### src/rtl/regfile_dump_reader.sv
// Purpose: walks a latched register-file address range (wrapping past the top) and streams each word out.
// Latency: start in cycle N gives the first valid beat in N+2; one word every 2 cycles with outReady held high.
// Backpressure: outData/outValid hold while outReady is low, with no limit on stall length; abort cancels the dump.
// Optional: define REGDUMP_ADDR_TAG_EN to precede every data beat with a beat carrying its address.
module regfile_dump_reader #(
    parameter int DataWidth  = 8,
    parameter int NumRegs    = 16,
    parameter int IndexWidth = $clog2(NumRegs)
) (
    input  logic                  clk,
    input  logic                  reset,
    input  logic                  start,
    input  logic                  abort,
    input  logic [IndexWidth-1:0] firstAddr,
    input  logic [IndexWidth-1:0] lastAddr,
    output logic [IndexWidth-1:0] rfReadAddr,
    input  logic [DataWidth-1:0]  rfReadData,
    output logic [DataWidth-1:0]  outData,
    output logic                  outValid,
    input  logic                  outReady,
    output logic                  busy,
    output logic                  done
);

`ifdef REGDUMP_ADDR_TAG_EN
    typedef enum logic [1:0] {
        S_IDLE  = 2'd0,
        S_TAG   = 2'd1,
        S_FETCH = 2'd2,
        S_SEND  = 2'd3
    } state_t;

    // Each word begins with its address tag.
    localparam state_t WordStart = S_TAG;
`else
    typedef enum logic [1:0] {
        S_IDLE  = 2'd0,
        S_FETCH = 2'd1,
        S_SEND  = 2'd2
    } state_t;

    // Each word begins directly with the read of the register file.
    localparam state_t WordStart = S_FETCH;
`endif

    localparam logic [IndexWidth-1:0] TopAddr = IndexWidth'(NumRegs - 1);

    state_t                state_q, state_d;
    logic [IndexWidth-1:0] addr_q, addr_d;
    logic [IndexWidth-1:0] last_q, last_d;
    logic [DataWidth-1:0]  out_data_q, out_data_d;
    logic                  out_valid_q, out_valid_d;
    logic                  busy_q, busy_d;
    logic                  done_q, done_d;
    logic [IndexWidth-1:0] addr_next;

    // Address increment modulo NumRegs, so non-power-of-2 files wrap to 0 after the top register.
    always_comb begin
        addr_next = addr_q + 1'b1;
        if (addr_q == TopAddr) begin
            addr_next = '0;
        end
    end

    // Next-state and registered-output computation; abort overrides everything outside IDLE.
    always_comb begin
        state_d     = state_q;
        addr_d      = addr_q;
        last_d      = last_q;
        out_data_d  = out_data_q;
        out_valid_d = out_valid_q;
        busy_d      = busy_q;
        done_d      = 1'b0;

        case (state_q)
            S_IDLE: begin
                // abort in IDLE suppresses a coincident start
                if (start && !abort) begin
                    addr_d  = firstAddr;
                    last_d  = lastAddr;
                    busy_d  = 1'b1;
                    state_d = WordStart;
                end
            end
`ifdef REGDUMP_ADDR_TAG_EN
            S_TAG: begin
                // First cycle presents the tag; later cycles wait for it to be taken.
                if (!out_valid_q) begin
                    out_data_d  = DataWidth'(addr_q);
                    out_valid_d = 1'b1;
                end else if (outReady) begin
                    out_valid_d = 1'b0;
                    state_d     = S_FETCH;
                end
            end
`endif
            S_FETCH: begin
                // rfReadAddr already shows addr_q, so the read data is valid this cycle.
                out_data_d  = rfReadData;
                out_valid_d = 1'b1;
                state_d     = S_SEND;
            end
            S_SEND: begin
                if (outReady) begin
                    out_valid_d = 1'b0;
                    if (addr_q == last_q) begin
                        done_d  = 1'b1;
                        busy_d  = 1'b0;
                        state_d = S_IDLE;
                    end else begin
                        addr_d  = addr_next;
                        state_d = WordStart;
                    end
                end
            end
            default: begin
                state_d     = S_IDLE;
                out_valid_d = 1'b0;
                busy_d      = 1'b0;
            end
        endcase

        // A beat accepted in the abort cycle has already been delivered; nothing more follows.
        if (abort && (state_q != S_IDLE)) begin
            state_d     = S_IDLE;
            out_valid_d = 1'b0;
            busy_d      = 1'b0;
            done_d      = 1'b0;
        end
    end

    // State and output registers, cleared asynchronously.
    always_ff @(posedge clk or posedge reset) begin
        if (reset) begin
            state_q     <= S_IDLE;
            addr_q      <= '0;
            last_q      <= '0;
            out_data_q  <= '0;
            out_valid_q <= 1'b0;
            busy_q      <= 1'b0;
            done_q      <= 1'b0;
        end else begin
            state_q     <= state_d;
            addr_q      <= addr_d;
            last_q      <= last_d;
            out_data_q  <= out_data_d;
            out_valid_q <= out_valid_d;
            busy_q      <= busy_d;
            done_q      <= done_d;
        end
    end

    assign rfReadAddr = addr_q;
    assign outData    = out_data_q;
    assign outValid   = out_valid_q;
    assign busy       = busy_q;
    assign done       = done_q;

endmodule
### config.mk
export PLATFORM = sky130hd
export DESIGN_NAME = regfile_dump_reader
export DESIGN_NICKNAME = d
export VERILOG_FILES = /design/src/rtl/regfile_dump_reader.sv
export SDC_FILE = /design/constraint.sdc
export NUM_CORES = 1
export LEC_CHECK = 0
export CAP_MARGIN = 20
export CORE_ASPECT_RATIO = 1.5
export CORE_UTILIZATION = 45
export CTS_CLUSTER_SIZE = 24
export DETAILED_ROUTE_END_ITERATION = 6
export PLACE_DENSITY = 0.82
export SYNTH_ARGS = -nofsm -noshare
export SYNTH_HDL_FRONTEND = slang
export SYNTH_SLANG_ARGS = --single-unit
export TNS_END_PERCENT = 5
### constraint.sdc
create_clock -name clk -period 3.35 [get_ports clk]
set_input_delay 0.8375 -clock clk [delete_from_list [all_inputs] [get_ports clk]]
set_output_delay 0.8375 -clock clk [all_outputs]
set_load 0.02 [all_outputs]
* Word-level counts from Yosys, hierarchy flattened
Cells that the tools add are included.
** Word-level totals
- Output and inout bits :: 15
- Register bits :: 21
** Operators by class
- Equal/unequal tests :: 12
- Reduce and logical (&&, ||, !) cells :: 11
- Multiplexer cells :: 22
- $add $sub $neg :: 1
** Operator list (number)
- 4-bit two-way mux :: 4
- 1-bit two-way mux :: 11
- 2-bit inequality test, second input constant :: 5
- 3-bit inequality test, second input constant :: 3
- 4-bit case mux with 2 select lines :: 1
- 4-bit AND reduction :: 2
- 2-bit two-way mux :: 3
- 1-bit case mux with 3 select lines :: 2
- 2-bit case mux with 3 select lines :: 1
- 2-bit AND reduction :: 3
- 4-bit by 1-bit adder with 4-bit output, second input constant :: 1
- 4-bit == test :: 1
- 4-bit == test, second input constant :: 1
- 2-bit nonzero test :: 2
- 2-bit by 1-bit == test with 1-bit output, second input constant :: 1
- 2-bit == test, second input constant :: 1
- 1-bit logical AND :: 2
- 2-bit zero test :: 1
- 1-bit zero test :: 1

* Longest topological paths before layout
- Word-level depth :: 5
- Depth in mapped cells :: 6
- Mapped depth without buffers :: 5

* Least setup slack after synthesis
No wires, ideal clock.
- Kind :: input-to-reg
- From :: in abort
- To :: reg addr_q[0], in the netlist rfReadAddr[0]
- Stages :: 4
- Buffers on the path :: 0
- Arrival time :: 1.799 ns
- Library setup time :: 0.125 ns
- Required time :: 3.225 ns
- Setup slack :: 1.426 ns
- Cell sequence :: nor4b_4 > nor2_2 > a21oi_4 > mux2_2
** On the way
- Longest elaborated chain between the ends :: 4
** Ends and longest elaborated chain
- start, declared :: RTL line 13 : input logic abort,
- 1-bit zero test :: RTL line 78 : if (start && !abort) begin
- 1-bit logical AND :: RTL line 78
- 2-bit inequality test (no line)
- 4-bit AND reduction (no line)
- end signal, assigned :: RTL line 144 : addr_q <= addr_d;
- end, declared :: RTL line 49 : logic [IndexWidth-1:0] addr_q, addr_d;
Every way passes these cells.
A chain may end at the register's enable or synchronous reset.

* Final worst setup path
- From :: in abort
- To :: reg addr_q[3], in the netlist rfReadAddr[3]
Same word-level chain as after synthesis.

==> flow_metrics.env <==
export IMPL_p_seq_share_pct=44.8
export IMPL_holdBufCountCts=0
export IMPL_finClkSkew_ns=0.001578
export IMPL_drt_initial_drc_count=24
export IMPL_critical_path_slowest_cell="clkdlybuf4s50_1"
export IMPL_die_height_um=60.87
export IMPL_syn_instance_count=86
export IMPL_antenna_found_initial=0
export IMPL_post_cts_buffers=0
export IMPL_initial_utilization_pct=47.11
export IMPL_place_worst_setup_slack_ns=0.7194
export IMPL_n_antenna_cell=0
export IMPL_grt_pass1_wl_um=3174
export IMPL_synth_edf_count=0
export IMPL_path_cells="clkdlybuf4s50_1, nor4b_4, nor2_2, a21oi_4, mux2_2"
export IMPL_hold_path_depth=1
export IMPL_path_clk_slew_ns=0.11
export IMPL_finalHoldViolations=0
export IMPL_hp_class="flip-flop to flip-flop"
export IMPL_h_tree_depth=1
export IMPL_fin_ws_ns=1.046
export IMPL_dr_pass1_iters=4
export IMPL_max_stage_delay_ns=0.53
export IMPL_status="finished clean"
export IMPL_nets=145
export IMPL_vias=792
export IMPL_switching_share_pct=34.39
export IMPL_r2r_setup_slack_ns=1.52
export IMPL_tns_ns=0
export IMPL_rsz0062_at_grt="no"
export IMPL_synth_cell_types=34
export IMPL_clock_latency_ns=0.30
export IMPL_ioPinCount=36
export IMPL_fin_util_pct=64.51
export IMPL_drive_gt1_share_pct=18.85
export IMPL_place_gp_congestion=0.7519
export IMPL_synth_area_um2=1040
export IMPL_clk_path_buf_depth=2
export IMPL_die_area_um2=2511
export IMPL_worst_ep_required_time_ns=3.54
export IMPL_fin_crit_sh_pct=68.76
export IMPL_grtUsageTotal_pct=18.83
export IMPL_viasPerCell=5.462
export IMPL_synth_seq_area_share_pct=50.54
export IMPL_crit_type="input pin to flip-flop"
export IMPL_max_freq_mhz=434.1
export IMPL_crit_path_max_fanout=7
export IMPL_rows=21
export IMPL_power_internal_w=0.0005511
export IMPL_grt_pass1_vias=715
export IMPL_io_buffers=35
export IMPL_clock_sinks=21
export IMPL_die_x_um=41.25
export IMPL_power_switching_w=0.0002889
export IMPL_max_slew_margin_pct=48.54
export IMPL_vdd_ir_drop_max_v=0.0004161
export IMPL_timing_critical_path_from_type="input pin"
export IMPL_power_leakage_nw=0.5977
export IMPL_wl_um=2035
export IMPL_finalSetupViolCount=0
export IMPL_cp_end_kind="flip-flop"
export IMPL_worstRegToRegCells=4
export IMPL_r2r_start="state_q[1]"
export IMPL_wl_per_cell_um=14.03
export IMPL_whs_endpoint="outData[5]"
export IMPL_p_clk_share_pct=14.2
export IMPL_overflow=0
export IMPL_timing_hold_ws_ns=0.5213
export IMPL_hp_start="outData[5]"
export IMPL_drc=0
export IMPL_synthArstFlopShare_pct=100.0
export IMPL_ys_warn_count=0
export IMPL_worst_pin_slew_ns=0.7711
export IMPL_final_max_slew_viol_count=0
export IMPL_yosys_register_bits=21
export IMPL_power_density_nw_per_um2=589.9
export IMPL_combPwrFrac_pct=41.0
export IMPL_cap_violations=0
export IMPL_reg2reg_to="rfReadAddr[3]"
export IMPL_filler_cell_count=192
export IMPL_syn_area_per_cell_um2=12.09
export IMPL_cts_root_buffer="clkbuf_4"
export IMPL_arrival_ns=2.50
export IMPL_syn_nets=108
export IMPL_cts_tree="yes"
export IMPL_ctsResizeCount=0
export IMPL_antenna_left=0
export IMPL_min_period_ns=2.304
export IMPL_coreArea_um2=2207
export IMPL_area_delta_synth_final_pct=36.94
export IMPL_cts_buffers=3
export IMPL_synth_ff_type="dfrtp_1"
export IMPL_grt_max_degree=22
==> worst max path at each step <==
stage                   from  depth (start not counted)             to  slack [ns]
2_1_floorplan          abort                          4  rfReadAddr[0]        1.43
3_3_place_gp           abort                          5  rfReadAddr[1]        0.79
3_5_place_dp           abort                          5  rfReadAddr[1]        0.72
4_1_cts        rfReadAddr[2]                          1  rfReadAddr[2]        1.05
5_1_grt                abort                          5  rfReadAddr[3]        0.94
6_report               abort                          5  rfReadAddr[3]        1.05
==> synth_stat cells, types with 2 or more instances <==
cell type  number  area (µm²)
buf_2           2       10.01
nand2_1         5       18.77
dfrtp_1        21       525.5
nor2b_1         2       12.51
nor3_1          2       10.01
nor2_1          3       11.26
o21ai_0         2       10.01
inv_1           3       11.26
a31oi_1         3       18.77
mux2_2         15       168.9
xnor2_1         4       35.03
a21oi_1         2       10.01
==> power groups by stage <==
stage	logic [W]	registers, W	clock network (W)
floorplan	0.000141	0.000428	0
global placement	0.000337	0.000378	0
finish	0.000345	0.000376	0.000119
detailed placement	0.000343	0.000382	0
CTS	0.000348	0.000376	0.000126
global route	0.000369	0.000386	0.000137
==> worst max-delay path, delay by kind of cell <==
family	cells	cell delay, ns
AND/OR/NAND/NOR	2	0.60
AO/OA/AOI/OAI	1	0.18
buffers and inverters	1	0.53
multiplexers	1	0.35
==> flip-flops by register name, summed over array words and instances (netlist names) <==
signal,flops
done,1
busy,1
rfReadAddr,4
outData,8
last_q,4
outValid,1
state_q,2
==> kinds of logic (layout without fill, tap and decap cells) <==
| group | Yosys count | after routing | share of synthesized area [%] |
|---|---|---|---|
| and+or+nand+nor | 23 | 23 | 14.20 |
| adders and majority gates | 1 | 1 | 1.203 |
| AOI/OAI and AO/OA | 16 | 16 | 11.31 |
| xor gates and xnor gates | 4 | 4 | 3.369 |
| muxes | 15 | 15 | 16.25 |
| buffers and inverters | 6 | 42 | 3.129 |
| DFF | 21 | 21 | 50.54 |
==> layout by cell type, fill, tap and decap left out, drive strengths merged, types with 3 or more instances in the layout <==
master / n
a31oi: 3
clkdlybuf4s50: 35
nand2: 5
mux2: 15
nor2: 4
xnor2: 4
clkbuf: 4
inv: 3
dfrtp: 21
a21oi: 3
==> routing by layer <==
layer,GRT usage (%),vias up,part of all wire (%)
li1,-,386,-
met1,25.54,385,41
met2,28.79,17,55
met3,3.663,4,2.9
met4,7.834,0,1.4
met5,0,-,0
==> stage by stage <==
step	std cells	cell area [µm²]	power, W
2_1_floorplan	86	1040	0.0005689
3_3_place_gp	141	1398	0.0007147
3_5_place_dp	141	1398	0.0007251
4_1_cts	145	1424	0.0008502
5_1_grt	145	1424	0.0008921
6_report	145	1424	0.0008400
==> final cells by class <==
class | instances | area [µm²] | share of cell area (%)
clock buffer | 4 | 26.28 | 1.845
multi-input combinational | 59 | 481.7 | 33.83
inverter | 3 | 11.26 | 0.7909
tap | 23 | 28.78 | 2.021
timing repair buffer | 35 | 350.3 | 24.60
sequential | 21 | 525.5 | 36.91
No activity file was read; power rests on OpenSTA's default activity.
==> patch 1: new RTL, same settings <==
Encoding of `state_t`: now one-hot (3 bits for 3 states).
--- a/src/rtl/regfile_dump_reader.sv
+++ b/src/rtl/regfile_dump_reader.sv
@@ -33,10 +33,10 @@
     // Each word begins with its address tag.
     localparam state_t WordStart = S_TAG;
 `else
-    typedef enum logic [1:0] {
-        S_IDLE  = 2'd0,
-        S_FETCH = 2'd1,
-        S_SEND  = 2'd2
+    typedef enum logic [2:0] {
+        S_IDLE  = 3'b001,
+        S_FETCH = 3'b010,
+        S_SEND  = 3'b100
     } state_t;
 
     // Each word begins directly with the read of the register file.
Formal check against the unedited RTL: no difference found for any inputs over 10 cycles, from zero or initial values and one cycle with reset high; not proved beyond that.
==> patch 1 against the unedited design <==
  * Core utilization is 2.0 points higher
  * Setup slack got worse by 0.0036 ns
  * Critical path type is now register to primary output
  * Synthesized area grew 4.6%
  * Power rose by 15%
  * Register-to-register slack worse by 0.21 ns
  * Critical endpoint is now rfReadAddr[0]
  * Wire length up 16%
  * Cell area rose by 5.6%
  * Sequential cell count is 1 higher
  * Cell count up 4.8%
==> patch 1: results (changes against the unedited design) <==
.. list-table::
   :header-rows: 1

   * - Metric
     - Value
   * - Run status
     - completed
   * - Main area contributors after synthesis
     - dfrtp_1 (48%), mux2_2 (17%), xor2_1 (3.2%)
   * - Met2 wire len
     - 1300 um (+17%)
   * - Internal power contribution
     - 0.000656 W (+19%)
   * - Seq/Total Area, Yosys
     - 50.7% (+0.21 points)
   * - Count of filler cells inserted in the layout
     - 182 (-5.2%)
   * - Global-route wire length before repair
     - 4080 um (+28%)
   * - Worst R2R End
     - rfReadAddr[1]$_DFFE_PP0P_
   * - Synthesized area per cell
     - 11.7 um^2 (-3.3%)
   * - Worst setup startpoint
     - rfReadAddr[0]$_DFFE_PP0P_
   * - Clock tree skew after final layout
     - 0.00215 ns (+0.000569 ns)
   * - Number of cell instances on the worst register-to-register path
     - 3 (-1)
   * - Power per cell area
     - 642 nW/um^2 (+8.9%)
   * - Number of global-route vias before repair
     - 899 (+26%)
   * - Crit path max-delay family
     - buffers and inverters
   * - Endpoint of the worst hold-timing path
     - outData[5]$_DFFE_PP0N_
   * - Largest vdd supply drop
     - 344 uV (-17%)
   * - Clk. pwr
     - 0.000200 W (+68%)
   * - Wl on met1
     - 941 um (+13%)
   * - Worst setup path endpoint
     - rfReadAddr[0]
   * - Final non-filler cell area
     - 1500 um^2 (+5.6%)
   * - Number of diodes
     - 0 (unchanged)
   * - Routing usage on met1
     - 24.6% (-0.97 points)
   * - Power consumed by sequential cells
     - 0.000397 W (+5.6%)
   * - Met3 track demand over resource in global routing
     - 1.74% (-1.9 points)
   * - Synthesized net count
     - 115 (+6.5%)
   * - Worst setup slack after layout
     - 1.04 ns (-0.00357 ns)
   * - Met3 wire length
     - 69 um (+15%)
   * - Routed wire length
     - 2360 um (+16%)
   * - Largest stage delay on the critical path
     - 0.66 ns (+0.13 ns)
   * - Maximum number of pins on one net before global-route repair
     - 23 (+4.5%)
   * - Setup slack of the worst register-to-register path
     - 1.31 ns (-0.21 ns)
   * - Worst Min Path Start
     - outData[5]$_DFFE_PP0N_
   * - Master of the slowest instance on the critical path
     - clkdlybuf4s50_1
   * - Worst Setup Slack post-DPL
     - 0.821 ns (+0.102 ns)
   * - Relative slew margins
     - 41.4% (-7.1 points)
   * - Commonest cells in the netlist
     - dfrtp_1 (21), mux2_2 (16), a21oi_1 (6), nor2_1 (6), inv_1 (5)
   * - Number of cells in the design after placement
     - 148 (+5.0%)
   * - Post-detailed-route wirelength per cell
     - 15.5 um (+11%)
   * - Leak Pwr
     - 0.617 nW (+3.2%)
   * - Arrival time at the worst endpoint
     - 1.47 ns (-1.03 ns)
   * - Routability congestion estimate from global placement
     - 0.836 (+11%)
   * - PortBufs
     - 35 (unchanged)
   * - Aggregate global-route resource usage
     - 19.7% (+0.84 points)
## patch 1: cell count changes in the layout (fill, tap and decap cells not counted), moves of 2 or more
| cell | before | now |
|---|---|---|
| a21oi_1 | 2 | 6 |
| inv_1 | 3 | 5 |
| nand3_1 | 0 | 2 |
| nor2_1 | 3 | 6 |
| o211ai_1 | 0 | 2 |
| o32ai_1 | 0 | 2 |
| xnor2_1 | 4 | 0 |
| xor2_1 | 0 | 4 |
## patch 1: cells by family (layout without fill, tap and decap cells)
family                     after synthesis  after routing  synth area share [%]
and+or+nand+nor                         25             25                  13.3
DFF                                     22             22                  50.7
AOI/OAI and AO/OA                       17             17                  11.9
muxes                                   16             16                  16.6
buffers and inverters                    8             44                  3.11
xor gates and xnor gates                 4              4                  3.22
adders and majority gates                1              1                  1.15
## patch 1: final cells by class
cell class,count,area share [%]
well taps,23,1.91
multi-input cells,63,33.4
clock inverters,1,2.00
flip-flops and latches,22,36.7
clock buffers,3,1.50
repair buffers,35,23.3
inverters,5,1.25
==> patch 2: new RTL, same settings <==
Without the edit above. Set the parameter `NumRegs` to 32 (it was 16).
--- a/src/rtl/regfile_dump_reader.sv
+++ b/src/rtl/regfile_dump_reader.sv
@@ -4,7 +4,7 @@
 // Optional: define REGDUMP_ADDR_TAG_EN to precede every data beat with a beat carrying its address.
 module regfile_dump_reader #(
     parameter int DataWidth  = 8,
-    parameter int NumRegs    = 16,
+    parameter int NumRegs    = 32,
     parameter int IndexWidth = $clog2(NumRegs)
 ) (
     input  logic                  clk,
Ports: changed (resized firstAddr, lastAddr and rfReadAddr); port bits go from 36 to 39. The function was not compared with the original's and may differ.
==> patch 2 against the unedited design <==
  * The flow now finishes with violations (DRC)
  * Setup slack improved by 0.0056 ns
  * Cell area increased by 11%
  * Wire length grew 11%
  * Clock skew rose by 0.0048 ns
  * Critical endpoint is now rfReadAddr[0]$_DFFE_PP0P_
  * Power is 10% higher
  * Synthesized area grew 11%
  * Sequential cell count increased by 2
  * Critical path depth unchanged
==> patch 2: results (changes against the unedited design) <==
.. list-table::
   :header-rows: 1

   * - Metric
     - Value
   * - Main area contributors after synthesis
     - dfrtp_1 (50%), mux2_2 (13%), mux2_4 (5.2%)
   * - Crit path max-delay family
     - buffers and inverters
   * - Starting DRT DRC Count
     - 29 (+21%)
   * - Relative slew margins
     - 44.3% (-4.3 points)
   * - CP Max Fanout
     - 7 (unchanged)
   * - Cts repair resizes
     - 0 (unchanged)
   * - Routability congestion estimate from global placement
     - 0.732 (-2.6%)
   * - Count of filler cells inserted in the layout
     - 198 (+3.1%)
   * - Post-CTS setup buffer count
     - 0 (unchanged)
   * - Wl on met1
     - 862 um (+3.7%)
   * - Synthesized net count
     - 120 (+11%)
   * - Largest stage delay on the critical path
     - 0.51 ns (-0.02 ns)
   * - Initial DRT Pass Iterations
     - 5 (+1)
   * - Number of flip-flops in the largest register
     - 8 (unchanged)
   * - Seq/Total Area, Yosys
     - 49.7% (-0.81 points)
   * - Maximum number of pins on one net before global-route repair
     - 24 (+9.1%)
   * - Post-synthesis instance total
     - 95 (+10%)
   * - Number of diodes
     - 0 (unchanged)
   * - Fraction of layout cells with a size suffix above 1
     - 20.1% (+1.3 points)
   * - Post-detailed-route wirelength per cell
     - 14.3 um (+1.8%)
   * - Clock tree skew after final layout
     - 0.00637 ns (+0.00480 ns)
   * - Met3 wire length
     - 140 um (+130%)
   * - Arrival time at the worst endpoint
     - 2.49 ns (about the same)
   * - DP Wirelength
     - between 1500 and 2000 um
   * - Met2 wire len
     - 1230 um (+11%)
   * - Commonest cells in the netlist
     - dfrtp_1 (23), mux2_2 (13), nand2_1 (10), xor2_1 (6), mux2_4 (4)
   * - Run status
     - complete, but fails checks
   * - Post-detailed-route via-to-cell ratio
     - 5.44 (-0.46%)
   * - Largest vdd supply drop
     - 359 uV (-14%)
   * - Clock H-tree levels
     - 1 (unchanged)
   * - Failing checks
     - DRC
   * - Routed wire length
     - 2260 um (+11%)
   * - PortBufs
     - 38 (+8.6%)
   * - Number of cell instances on the worst register-to-register path
     - 4 (unchanged)
   * - Number of cells in the design after placement
     - 154 (+9.2%)
   * - Aggregate global-route resource usage
     - 19.0% (+0.15 points)
   * - Clock transition at path regs
     - 0.11 ns (about the same)
   * - Global-route wire length before repair
     - 4000 um (+26%)
   * - Leak Pwr
     - 0.678 nW (+13%)
   * - Worst R2R End
     - rfReadAddr[0]$_DFFE_PP0P_
   * - Number of global-route vias before repair
     - 973 (+36%)
   * - Number of distinct standard cells referenced by the synthesized netlist
     - 31 (-8.8%)
   * - NumNets Final
     - 160 (+10%)
   * - Number of remaining DRC errors
     - 7 (+7)
patch 2: cell types whose count changed in the layout (fill, tap and decap cells not counted), sizes merged, moves of 2 or more:
cell,before,now
a31oi,3,1
a41o,0,2
clkdlybuf4s50,35,38
dfrtp,21,23
mux2,15,17
nand2,5,10
nand3,0,3
nor2b,2,0
xnor2,4,0
xor2,0,6
patch 2: metal layers:
layer | vias to the layer above | track usage, %
li1 | 417 | -
met1 | 409 | 20.2
met2 | 31 | 36.2
met3 | 2 | 3.39
met4 | 0 | 5.86
met5 | - | 0
patch 2: cell type report:
type	count	area, um^2	share of cell area [%]
Sequential cell	23	576	36.6
Inverter	3	11.3	0.715
Tap cell	24	30.0	1.91
Multi-Input combinational cell	66	551	35.0
Timing Repair Buffer	38	380	24.2
Clock buffer	4	26.3	1.67
patch 2: cells by family (layout without fill, tap and decap cells):
family	Yosys count	count (layout)	share of synthesized area, %
adder cells (fa/ha/maj)	2	2	2.16
multiplexers	18	18	18.7
AO/OA/AOI/OAI	14	14	9.41
buffers and inverters	6	45	2.70
flip-flops	23	23	49.7
AND/OR/NAND/NOR	26	26	12.8
XOR/XNOR	6	6	4.54
patch 2: per-stage QoR:
step           hold WS [ns]  cell area (um^2)  worst slack [ns]  utilization [%]
6_report              0.522              1570              1.05             64.2
5_1_grt               0.550              1570             0.994             64.2
4_1_cts               0.527              1570              1.06             64.2
3_5_place_dp          0.500              1550             0.728             63.2
3_3_place_gp          0.491              1550             0.784             63.2
2_1_floorplan         0.501              1160              1.41                -
patch 2: worst min path at each step:
stage / start / to / slack, ns / cells past startpoint
final: outData[5]$_DFFE_PP0P_ / outData[5]$_DFFE_PP0P_ / 0.52 / 1
after global routing: outData[5]$_DFFE_PP0P_ / outData[5]$_DFFE_PP0P_ / 0.55 / 1
after CTS: outData[5]$_DFFE_PP0P_ / outData[5]$_DFFE_PP0P_ / 0.53 / 1
after detailed placement: outData[4]$_DFFE_PP0P_ / outData[4]$_DFFE_PP0P_ / 0.50 / 1
after global placement: outData[2]$_DFFE_PP0P_ / outData[2]$_DFFE_PP0P_ / 0.49 / 1
after floorplan: last_q[4]$_DFFE_PP0P_ / last_q[4]$_DFFE_PP0P_ / 0.50 / 1
patch 2: worst reg2reg max path, delay by kind of cell, from the launching register on:
kind | cells | cell delay, ns
compound gates | 2 | 0.34
flops | 1 | 0.52
mux | 1 | 0.30
simple gates | 1 | 0.58
patch 2: power breakdown:
| part | internal (W) | total (W) | switching, W |
|---|---|---|---|
| clock | 0.0000463 | 0.000121 | 0.0000751 |
| combinational | 0.000216 | 0.000390 | 0.000174 |
| sequential | 0.000347 | 0.000413 | 0.0000661 |
| total | 0.000610 | 0.000925 | 0.000315 |
